## src/rtl/led_pattern_sequencer_pkg.sv

```systemverilog
// led_seq_pkg: shared mode codes, FSM states and
// prescaler width for the LED pattern sequencer.
package led_seq_pkg;

  localparam int ACC_W = 27;

  typedef enum logic [1:0] {
    BLINK    = 2'd0,
    SHIFT    = 2'd1,
    PINGPONG = 2'd2,
    COUNT    = 2'd3
  } mode_t;

  typedef enum logic {
    RUN    = 1'b0,
    PAUSED = 1'b1
  } state_t;

endpackage

```

## src/rtl/led_pattern_sequencer_tick_gen.sv

```systemverilog
// tick_gen: fractional-accumulator prescaler.
// In: clk, rst_n, inc, hold, clear. Out: tick (comb).
module tick_gen
  import led_seq_pkg::*;
#(
  parameter int DIV = 50_000_000
) (
  input  logic       clk,
  input  logic       rst_n,
  input  logic [3:0] inc,
  input  logic       hold,
  input  logic       clear,
  output logic       tick
);

  localparam logic [ACC_W:0] DIV_W = (ACC_W+1)'(DIV);

  logic [ACC_W-1:0] acc;
  logic [ACC_W:0]   sum;

  assign sum  = {1'b0, acc} + (ACC_W+1)'(inc);
  assign tick = !hold && (sum >= DIV_W);

  // remainder is kept on wrap so the mean rate is inc/DIV
  always_ff @(posedge clk or negedge rst_n) begin
    if (!rst_n) begin
      acc <= '0;
    end else if (clear) begin
      acc <= '0;
    end else if (!hold) begin
      if (tick) acc <= ACC_W'(sum - DIV_W);
      else      acc <= sum[ACC_W-1:0];
    end
  end

endmodule

```

## src/rtl/led_pattern_sequencer.sv

```systemverilog
// led_pattern_sequencer: switch-driven LED pattern engine.
// In: CLOCK_50, RESET_N, SW[4:0], KEY1_N. Out: LEDR, TICK.
module led_pattern_sequencer
  import led_seq_pkg::*;
#(
  parameter int DIV    = 50_000_000,
  parameter int N_LEDS = 10
) (
  input  logic              CLOCK_50,
  input  logic              RESET_N,
  input  logic [4:0]        SW,
  input  logic              KEY1_N,
  output logic [N_LEDS-1:0] LEDR,
  output logic              TICK
);

  logic [4:0] sw_s1, sw_s2;
  logic       key_s1, key_s2, key_prev;

  always_ff @(posedge CLOCK_50 or negedge RESET_N) begin
    if (!RESET_N) begin
      sw_s1    <= '0;
      sw_s2    <= '0;
      key_s1   <= 1'b1;
      key_s2   <= 1'b1;
      key_prev <= 1'b1;
    end else begin
      sw_s1    <= SW;
      sw_s2    <= sw_s1;
      key_s1   <= KEY1_N;
      key_s2   <= key_s1;
      key_prev <= key_s2;
    end
  end

  logic step;
  assign step = key_prev && !key_s2;

  state_t            state;
  mode_t             mode;
  mode_t             new_mode;
  logic              dir_up;
  logic              mode_chg;
  logic              pre_tick;
  logic              advance;
  logic [3:0]        inc;
  logic [N_LEDS-1:0] led_nxt;
  logic              dir_nxt;
  logic [N_LEDS-1:0] reload;

  assign new_mode = mode_t'(sw_s2[3:2]);
  assign mode_chg = (new_mode != mode);
  assign inc      = 4'd1 << sw_s2[1:0];
  assign advance  = (state == RUN) ? pre_tick : step;
  assign reload   = (new_mode == SHIFT || new_mode == PINGPONG)
                  ? N_LEDS'(1) : '0;

  tick_gen #(.DIV(DIV)) u_tick (
    .clk   (CLOCK_50),
    .rst_n (RESET_N),
    .inc   (inc),
    .hold  (state == PAUSED),
    .clear (mode_chg),
    .tick  (pre_tick)
  );

  // pingpong turns around on the advance that lands on an end bit
  always_comb begin
    led_nxt = LEDR;
    dir_nxt = dir_up;
    unique case (1'b1)
      (mode == BLINK): led_nxt = ~LEDR;
      (mode == SHIFT):
        led_nxt = {LEDR[N_LEDS-2:0], LEDR[N_LEDS-1]};
      (mode == PINGPONG): begin
        if (dir_up) begin
          led_nxt = LEDR << 1;
          if (LEDR[N_LEDS-2]) dir_nxt = 1'b0;
        end else begin
          led_nxt = LEDR >> 1;
          if (LEDR[1]) dir_nxt = 1'b1;
        end
      end
      (mode == COUNT): led_nxt = LEDR + N_LEDS'(1);
      default: led_nxt = LEDR;
    endcase
  end

  always_ff @(posedge CLOCK_50 or negedge RESET_N) begin
    if (!RESET_N) begin
      state  <= RUN;
      mode   <= BLINK;
      dir_up <= 1'b1;
      LEDR   <= '0;
      TICK   <= 1'b0;
    end else begin
      unique case (state)
        RUN:     if (sw_s2[4])  state <= PAUSED;
        PAUSED:  if (!sw_s2[4]) state <= RUN;
        default: state <= RUN;
      endcase
      TICK <= 1'b0;
      if (mode_chg) begin
        mode   <= new_mode;
        LEDR   <= reload;
        dir_up <= 1'b1;
      end else if (advance) begin
        LEDR   <= led_nxt;
        dir_up <= dir_nxt;
        TICK   <= 1'b1;
      end
    end
  end

endmodule
```

## config.mk

```make
export PLATFORM = sky130hd
export DESIGN_NAME = led_pattern_sequencer
export DESIGN_NICKNAME = d
export VERILOG_FILES = /design/src/rtl/led_pattern_sequencer_pkg.sv /design/src/rtl/led_pattern_sequencer_tick_gen.sv /design/src/rtl/led_pattern_sequencer.sv
export SDC_FILE = /design/constraint.sdc
export NUM_CORES = 1
export LEC_CHECK = 0
export CAP_MARGIN = 20
export CORE_UTILIZATION = 65
export DETAILED_ROUTE_END_ITERATION = 6
export DONT_BUFFER_PORTS = 1
export PLACE_DENSITY = 0.79
export SLEW_MARGIN = 20
export SYNTH_ARGS = -nofsm -noshare
export SYNTH_HDL_FRONTEND = slang
export SYNTH_SLANG_ARGS = --single-unit
```

## constraint.sdc

```tcl
create_clock -name CLOCK_50 -period 6.6 [get_ports CLOCK_50]
set_input_delay 1.32 -clock CLOCK_50 [delete_from_list [all_inputs] [get_ports CLOCK_50]]
set_output_delay 1.32 -clock CLOCK_50 [all_outputs]
set_load 0.01 [all_outputs]
```

Yosys cells after proc, flatten, opt, wreduce, memory -nomap -nowiden
Index checks and enable logic that the tools add are counted.
{"block": "op_classes", "eq_ne": 7, "n_bitwise": 1, "n_reduce_logical": 11, "mux": 18, "magnitude_cmp": 1, "n_addsub": 3, "shifts": 1}
{"op": "27-bit two-way mux", "count": 3}
{"op": "10-bit case mux with 4 select lines", "count": 1}
{"op": "10-bit two-way mux", "count": 3}
{"op": "27-bit by 4-bit adder with 28-bit output", "count": 1}
{"op": "28-bit by 26-bit greater-or-equal comparator with 1-bit output, second input constant", "count": 1}
{"op": "27-bit by 26-bit subtractor with 27-bit output, second input constant", "count": 1}
{"op": "1-bit two-way mux", "count": 11}
{"op": "10-bit by 1-bit adder with 10-bit output, second input constant", "count": 1}
{"op": "10-bit inverter", "count": 1}
{"op": "2-bit == test, second input constant", "count": 3}
{"op": "5-bit nonzero test", "count": 1}
{"op": "2-bit by 1-bit == test with 1-bit output, second input constant", "count": 2}
{"op": "2-bit AND reduction", "count": 2}
{"op": "2-bit nonzero test", "count": 2}
{"op": "1-bit by 2-bit << shifter with 4-bit output, first input constant", "count": 1}
{"op": "1-bit logical AND", "count": 2}
{"op": "1-bit zero test", "count": 2}
{"op": "2-bit zero test", "count": 1}
{"op": "2-bit by 1-bit != test with 1-bit output, second input constant", "count": 1}
{"op": "2-bit != test", "count": 1}
{"op": "1-bit logical OR", "count": 1}
{"block": "word_totals", "elab_cells": 53, "output_inout_bits": 11, "regBits": 55, "inputBits": 8}

Longest topological paths before layout
{"block": "depth", "word_depth": 7, "mapped_depth": 17}

By module
From an unflattened synthesis, not the netlist that was laid out.
{"block": "hier_totals", "hier_cells": 490, "hier_area_um2": 4227.8}
{"mod": "tick_gen", "n_inst": 1, "cells_per_inst": 334, "area_per_inst_um2": 2670.1}
{"mod": "led_pattern_sequencer", "n_inst": 1, "cells_per_inst": 156, "area_per_inst_um2": 1557.7}

Worst setup path after synthesis
OpenSTA, ideal clock, no wires.
{"block": "synth_path", "path_kind": "register to register", "startpoint": "register sw_s2[0]", "endpoint": "register u_tick.acc[25]", "stages_incl_launch_ff": 17, "setup_ns": 0.074, "t_required_ns": 6.526, "synth_period_minus_slack_ns": 3.573, "arrival_ns": 3.499, "path_slack_ns": 3.027, "cell_sequence": "dfrtp_1 -> nor2_1 -> ha_1 -> inv_1 -> fa_1 -> nor2b_1 -> o22a_1 -> buf_2 -> and3_1 -> xnor2_1 -> ha_1 -> or3b_2 -> a31oi_4 -> o21a_1 -> o211ai_1 -> a211o_1 -> o21ai_2"}
{"block": "synth_between", "elab_chain_len": 7}
{"element": "from (decl)", "line_no": "led_pattern_sequencer.sv:17", "rtl": "logic [4:0] sw_s1, sw_s2;"}
{"element": "from (signal assigned)", "line_no": "led_pattern_sequencer.sv:29", "rtl": "sw_s2 <= sw_s1;"}
{"element": "1-bit by 2-bit << shifter with 4-bit output (*)", "line_no": "led_pattern_sequencer.sv:53", "rtl": "assign inc = 4'd1 << sw_s2[1:0];"}
{"element": "27-bit by 4-bit adder with 28-bit output (*)", "line_no": "led_pattern_sequencer_tick_gen.sv:21", "rtl": "assign sum = {1'b0, acc} + (ACC_W+1)'(inc);"}
{"element": "28-bit by 26-bit greater-or-equal comparator with 1-bit output", "line_no": "led_pattern_sequencer_tick_gen.sv:22", "rtl": "assign tick = !hold && (sum >= DIV_W);"}
{"element": "1-bit logical AND", "line_no": "led_pattern_sequencer_tick_gen.sv:22"}
{"element": "27-bit two-way mux (*)", "line_no": "led_pattern_sequencer_tick_gen.sv:31", "rtl": "if (tick) acc <= ACC_W'(sum - DIV_W);"}
{"element": "27-bit two-way mux (*)", "line_no": "led_pattern_sequencer_tick_gen.sv:30", "rtl": "end else if (!hold) begin"}
{"element": "27-bit two-way mux (*)", "line_no": "led_pattern_sequencer_tick_gen.sv:28", "rtl": "end else if (clear) begin"}
{"element": "to (signal assigned)", "line_no": "led_pattern_sequencer_tick_gen.sv:31"}
{"element": "to (signal assigned)", "line_no": "led_pattern_sequencer_tick_gen.sv:32", "rtl": "else acc <= sum[ACC_W-1:0];"}
{"element": "to (decl)", "line_no": "led_pattern_sequencer_tick_gen.sv:18", "rtl": "logic [ACC_W-1:0] acc;"}
Every way passes the cells marked *; elsewhere a longest branch is shown, timed or not. The select of a mux whose other input is x is not followed.
A chain may end at the register's enable or synchronous reset.

Final worst setup path
{"block": "layout_path", "startpoint": "register sw_s2[0]", "endpoint": "register LEDR[3]"}
{"block": "layout_between", "elab_chain_len": 7}
{"element": "1-bit by 2-bit << shifter with 4-bit output", "line_no": "led_pattern_sequencer.sv:53"}
{"element": "27-bit by 4-bit adder with 28-bit output", "line_no": "led_pattern_sequencer_tick_gen.sv:21"}
{"element": "28-bit by 26-bit greater-or-equal comparator with 1-bit output", "line_no": "led_pattern_sequencer_tick_gen.sv:22"}
{"element": "1-bit logical AND", "line_no": "led_pattern_sequencer_tick_gen.sv:22"}
{"element": "1-bit two-way mux", "line_no": "led_pattern_sequencer.sv:54", "rtl": "assign advance = (state == RUN) ? pre_tick : step;"}
{"element": "2-bit nonzero test (no line)"}
{"element": "2-bit AND reduction (no line)"}
{"element": "to (signal assigned)", "line_no": "led_pattern_sequencer.sv:105", "rtl": "LEDR <= reload;"}
{"element": "to (signal assigned)", "line_no": "led_pattern_sequencer.sv:108", "rtl": "LEDR <= led_nxt;"}
{"element": "to (decl)", "line_no": "led_pattern_sequencer.sv:13", "rtl": "output logic [N_LEDS-1:0] LEDR,"}
Every way passes these cells.

==> summary.txt <==
Synth
  • Syn nets: between 500 and 600
  • Post-synthesis cell count: 505
  • Most used flip-flop cell after synthesis: sky130_fd_sc_hd__dfrtp_1
  • Post-synth cell types: 86
  • Top-area cell type share of the netlist area: 0.299
  • Top post-synthesis cells by area: sky130_fd_sc_hd__dfrtp_1 30%, sky130_fd_sc_hd__nor2_1 4.7%, sky130_fd_sc_hd__xnor2_1 4.1%, sky130_fd_sc_hd__nand2_1 3.8%, sky130_fd_sc_hd__a21oi_1 3.7%
  • FFs w/ async S/R, synth: 1.00
  • Cell type with the largest total area after synthesis: sky130_fd_sc_hd__dfrtp_1
  • Synth warn: 0
  • Share of the yosys chip area belonging to registers: 0.323
  • Most instantiated library cell after synthesis: sky130_fd_sc_hd__nor2_1
  • Leading cell types by count after synthesis: 54 x sky130_fd_sc_hd__nor2_1, 51 x sky130_fd_sc_hd__dfrtp_1, 43 x sky130_fd_sc_hd__nand2_1, 32 x sky130_fd_sc_hd__a21oi_1, 28 x sky130_fd_sc_hd__o21ai_0
  • Per-instance average area after synthesis: 8.46 um2
  • Count of flip-flops with a built-in enable after synthesis: 0
  • Mapped cell area: 4270 um2
  • Yosys reg bits: 55

Power and ir drop
  • Static leakage power: 0.00162 uW
  • Internal power consumption: between 400 and 500 uW
  • Power per standard cell area: 144 nW/um2
  • Flop pwr share: 0.577
  • Switching Power: about 170 uW
  • Switching part of the total: 0.280
  • Worst supply voltage drop on vdd: 0.000141 V
  • Clock network fraction of total power: 0.323
  • Share of power burned in combinational logic: 0.100

Run
  • Max-cap violations: 0

Clock tree
  • Clock-pin slew on the worst setup and hold paths: 0.11 ns
  • Post_cts resized: 0
  • Clock tree from TritonCTS: built
  • Number of buffers created by CTS: 5
  • Number of hold buffers added after CTS: 0
  • Buffers inserted by post-CTS timing repair: 0
  • Latest clock arrival within the worst-skew pair: 0.32 ns
  • Number of sinks driven by the clock tree: 55
  • CTS H-tree depth: 2
  • Clock root buffer: sky130_fd_sc_hd__clkbuf_8
  • Clk buf depth: 2

Die
  • # IOs: 19
  • Horizontal extent of the die: 83.1 um
  • Die height: 83.1 um
  • Placement row count: 29
  • Effective utilization at floorplan: 0.673
  • Area of the die: 6900 um2
  • Core area: 6350 um2

GRT
  • Total global routing track utilization: 0.285
  • Number of global-route vias before repair: 3,463
  • Total global routing overflow: 0
  • Maximum number of pins on one net before global-route repair: 56
  • First-pass GRT wire length: 16,200 um
  • Initial antenna violation count: 0

Critical path
  • Slowest cell on crit path: sky130_fd_sc_hd__o21ai_0
  • Maximum cell stage delay along the critical path: 0.59 ns
  • CP Launch Type: register
  • Critical path class: register to register
  • Critical path capture point type: register
  • CP cell instances: nor2_1 -> ha_1 -> inv_1 -> fa_1 -> nor2b_1 -> o22a_1 -> nand2_1 -> xor2_1 -> nand4bb_1 -> o2111ai_1 -> nand3_2 -> o21ai_0 -> o21ai_0 -> o221a_2
  • Worst-path fanout max: 23
  • Critical path data required time: roughly 6.8 ns
  • Worst Path Arrival: slightly below 5 ns
  • Critical Path Most Common Cell: sky130_fd_sc_hd__o21ai_0

Route
  • Final routed DRC violation total: 0
  • Detailed-router iteration count before antenna repair: 5
  • Wire length reported by the detailed router: approximately 9500 um
  • Detail Route Antenna Nets: 0
  • Routed vias: 3,758
  • Vias per cell: 6.75
  • Routed length per placed instance: 17.0 um
  • First-iteration detailed-routing DRC count: roughly 300

Placement
  • Cell area reported after detailed placement: 4160 um2
  • # port buffers: 0
  • Placer Congestion: 0.893
  • HPWL Detailed: 6460 um

Timing
  • Number of endpoints failing setup at the final stage: 0
  • Highest clock rate: 0.214 GHz
  • Final clock period utilization by the worst path: 0.709
  • Worst-case clock skew: 0.0250 ns
  • Sum of negative setup slack: 0 ns
  • Slew headroom: 0.400
  • Number of hold violations in the final report: 0
  • Final Critical Period: 4.68 ns
  • Final slew viol count: 0
  • RSZ-0062 raised after global routing: false
  • Slew at the pin with the worst max-slew slack: 0.900 ns

Outcome
  • Status: finished, final reports clean

Finish
  • Area grow syn2layout: -0.498%
  • Layout Nets: 498
  • Post-Layout Inst Area: 4250 um2
  • Utilization after layout: 0.670
  • Area used by multi-input combinational logic: 2630 um2
  • Sequential cell area: roughly 1400 um2
  • Antenna Diode Count: 0
  • Share of cells above drive strength 1: 0.0938
  • Final-layout fill cell count: ~540

Min path
  • Class of the worst hold path: register to register
layout by cell type (no fill, tap or decap), drive strengths merged, types with 5 or more instances in the layout:
cell and count:
or3 14, xor2 7, a31oi 5, nand3 29, a21oi 33, o211ai 6, nor2 54, nand4 5
nor3 15, o21a 7, xnor2 20, o21ai 31, nor2b 8, nor4 12, a211oi 9, and3 10
nand2b 6, ha 10, dfrtp 51, clkbuf 5, a21o 5, nand2 45, inv 12
metrics by stage:
step,power [uW],hold slack (ns),worst slack [ns],std cells
global route,636,0.346,1.51,557
floorplan,410,0.331,3.03,505
global placement,418,0.332,2.27,549
finish,613,0.346,1.92,557
detailed placement,421,0.337,2.02,549
CTS,617,0.349,2.00,557
critical path, delay by kind of cell (launching register included):
family	cells	cell delay [ns]
AOI/OAI and AO/OA	5	2.02
DFF	1	0.41
xor gates and xnor gates	1	0.24
buffers and inverters	1	0.06
adders and majority gates	2	0.60
and+or+nand+nor	5	1.24
state kept, by name (all words and copies together) (netlist names), 2 cells and up:
name,cells
mode,2
u_tick.acc,27
LEDR,10
sw_s1,5
sw_s2,5
routing by layer:
layer / global-route usage / part of all wire
met4: 0.0909 / 0.014
met2: 0.482 / 0.48
met5: 0 / 0
met3: 0.0338 / 0.052
met1: 0.382 / 0.45
cells by family (layout without fill, tap and decap cells):
| logic type | after synthesis | after routing | share of synthesized area |
|---|---|---|---|
| simple gates | 224 | 224 | 0.289 |
| compound gates | 136 | 136 | 0.223 |
| flops | 55 | 55 | 0.323 |
| buf+inv | 46 | 21 | 0.0612 |
| xor+xnor | 27 | 27 | 0.0553 |
| fa+ha+maj | 11 | 11 | 0.0340 |
| mux | 6 | 6 | 0.0149 |
worst paths after layout:
check	start	end	slack [ns]	cells after the start
setup / recovery	sw_s2[0]	LEDR[3]	1.92	14
hold / removal	key_s1	key_s2	0.35	0
setup reg to reg	sw_s2[0]	LEDR[3]	1.92	14
hold reg to reg	key_s1	key_s2	0.35	0
max in group asynchronous	RESET_N	dir_up	5.70	0
min in group asynchronous	RESET_N	u_tick.acc[15]	0.67	0
area by class of cell:
class,instances,area share
Multi-Input combinational cell,404,0.619
Inverter,12,0.0106
Timing Repair Buffer,1,0.00177
Sequential cell,55,0.325
Tap cell,77,0.0227
Clock inverter,3,0.00530
Clock buffer,5,0.0162
power by group through the flow:
stage / Sequential (uW) / Combinational [uW] / Clock [uW]
floorplan: 358 / 51.9 / 0
global placement: 360 / 58.6 / 0
detailed placement: 360 / 60.5 / 0
CTS: 354 / 60.7 / 203
global route: 355 / 68.1 / 213
finish: 354 / 61.0 / 198
(Power assumes the default switching activity.)
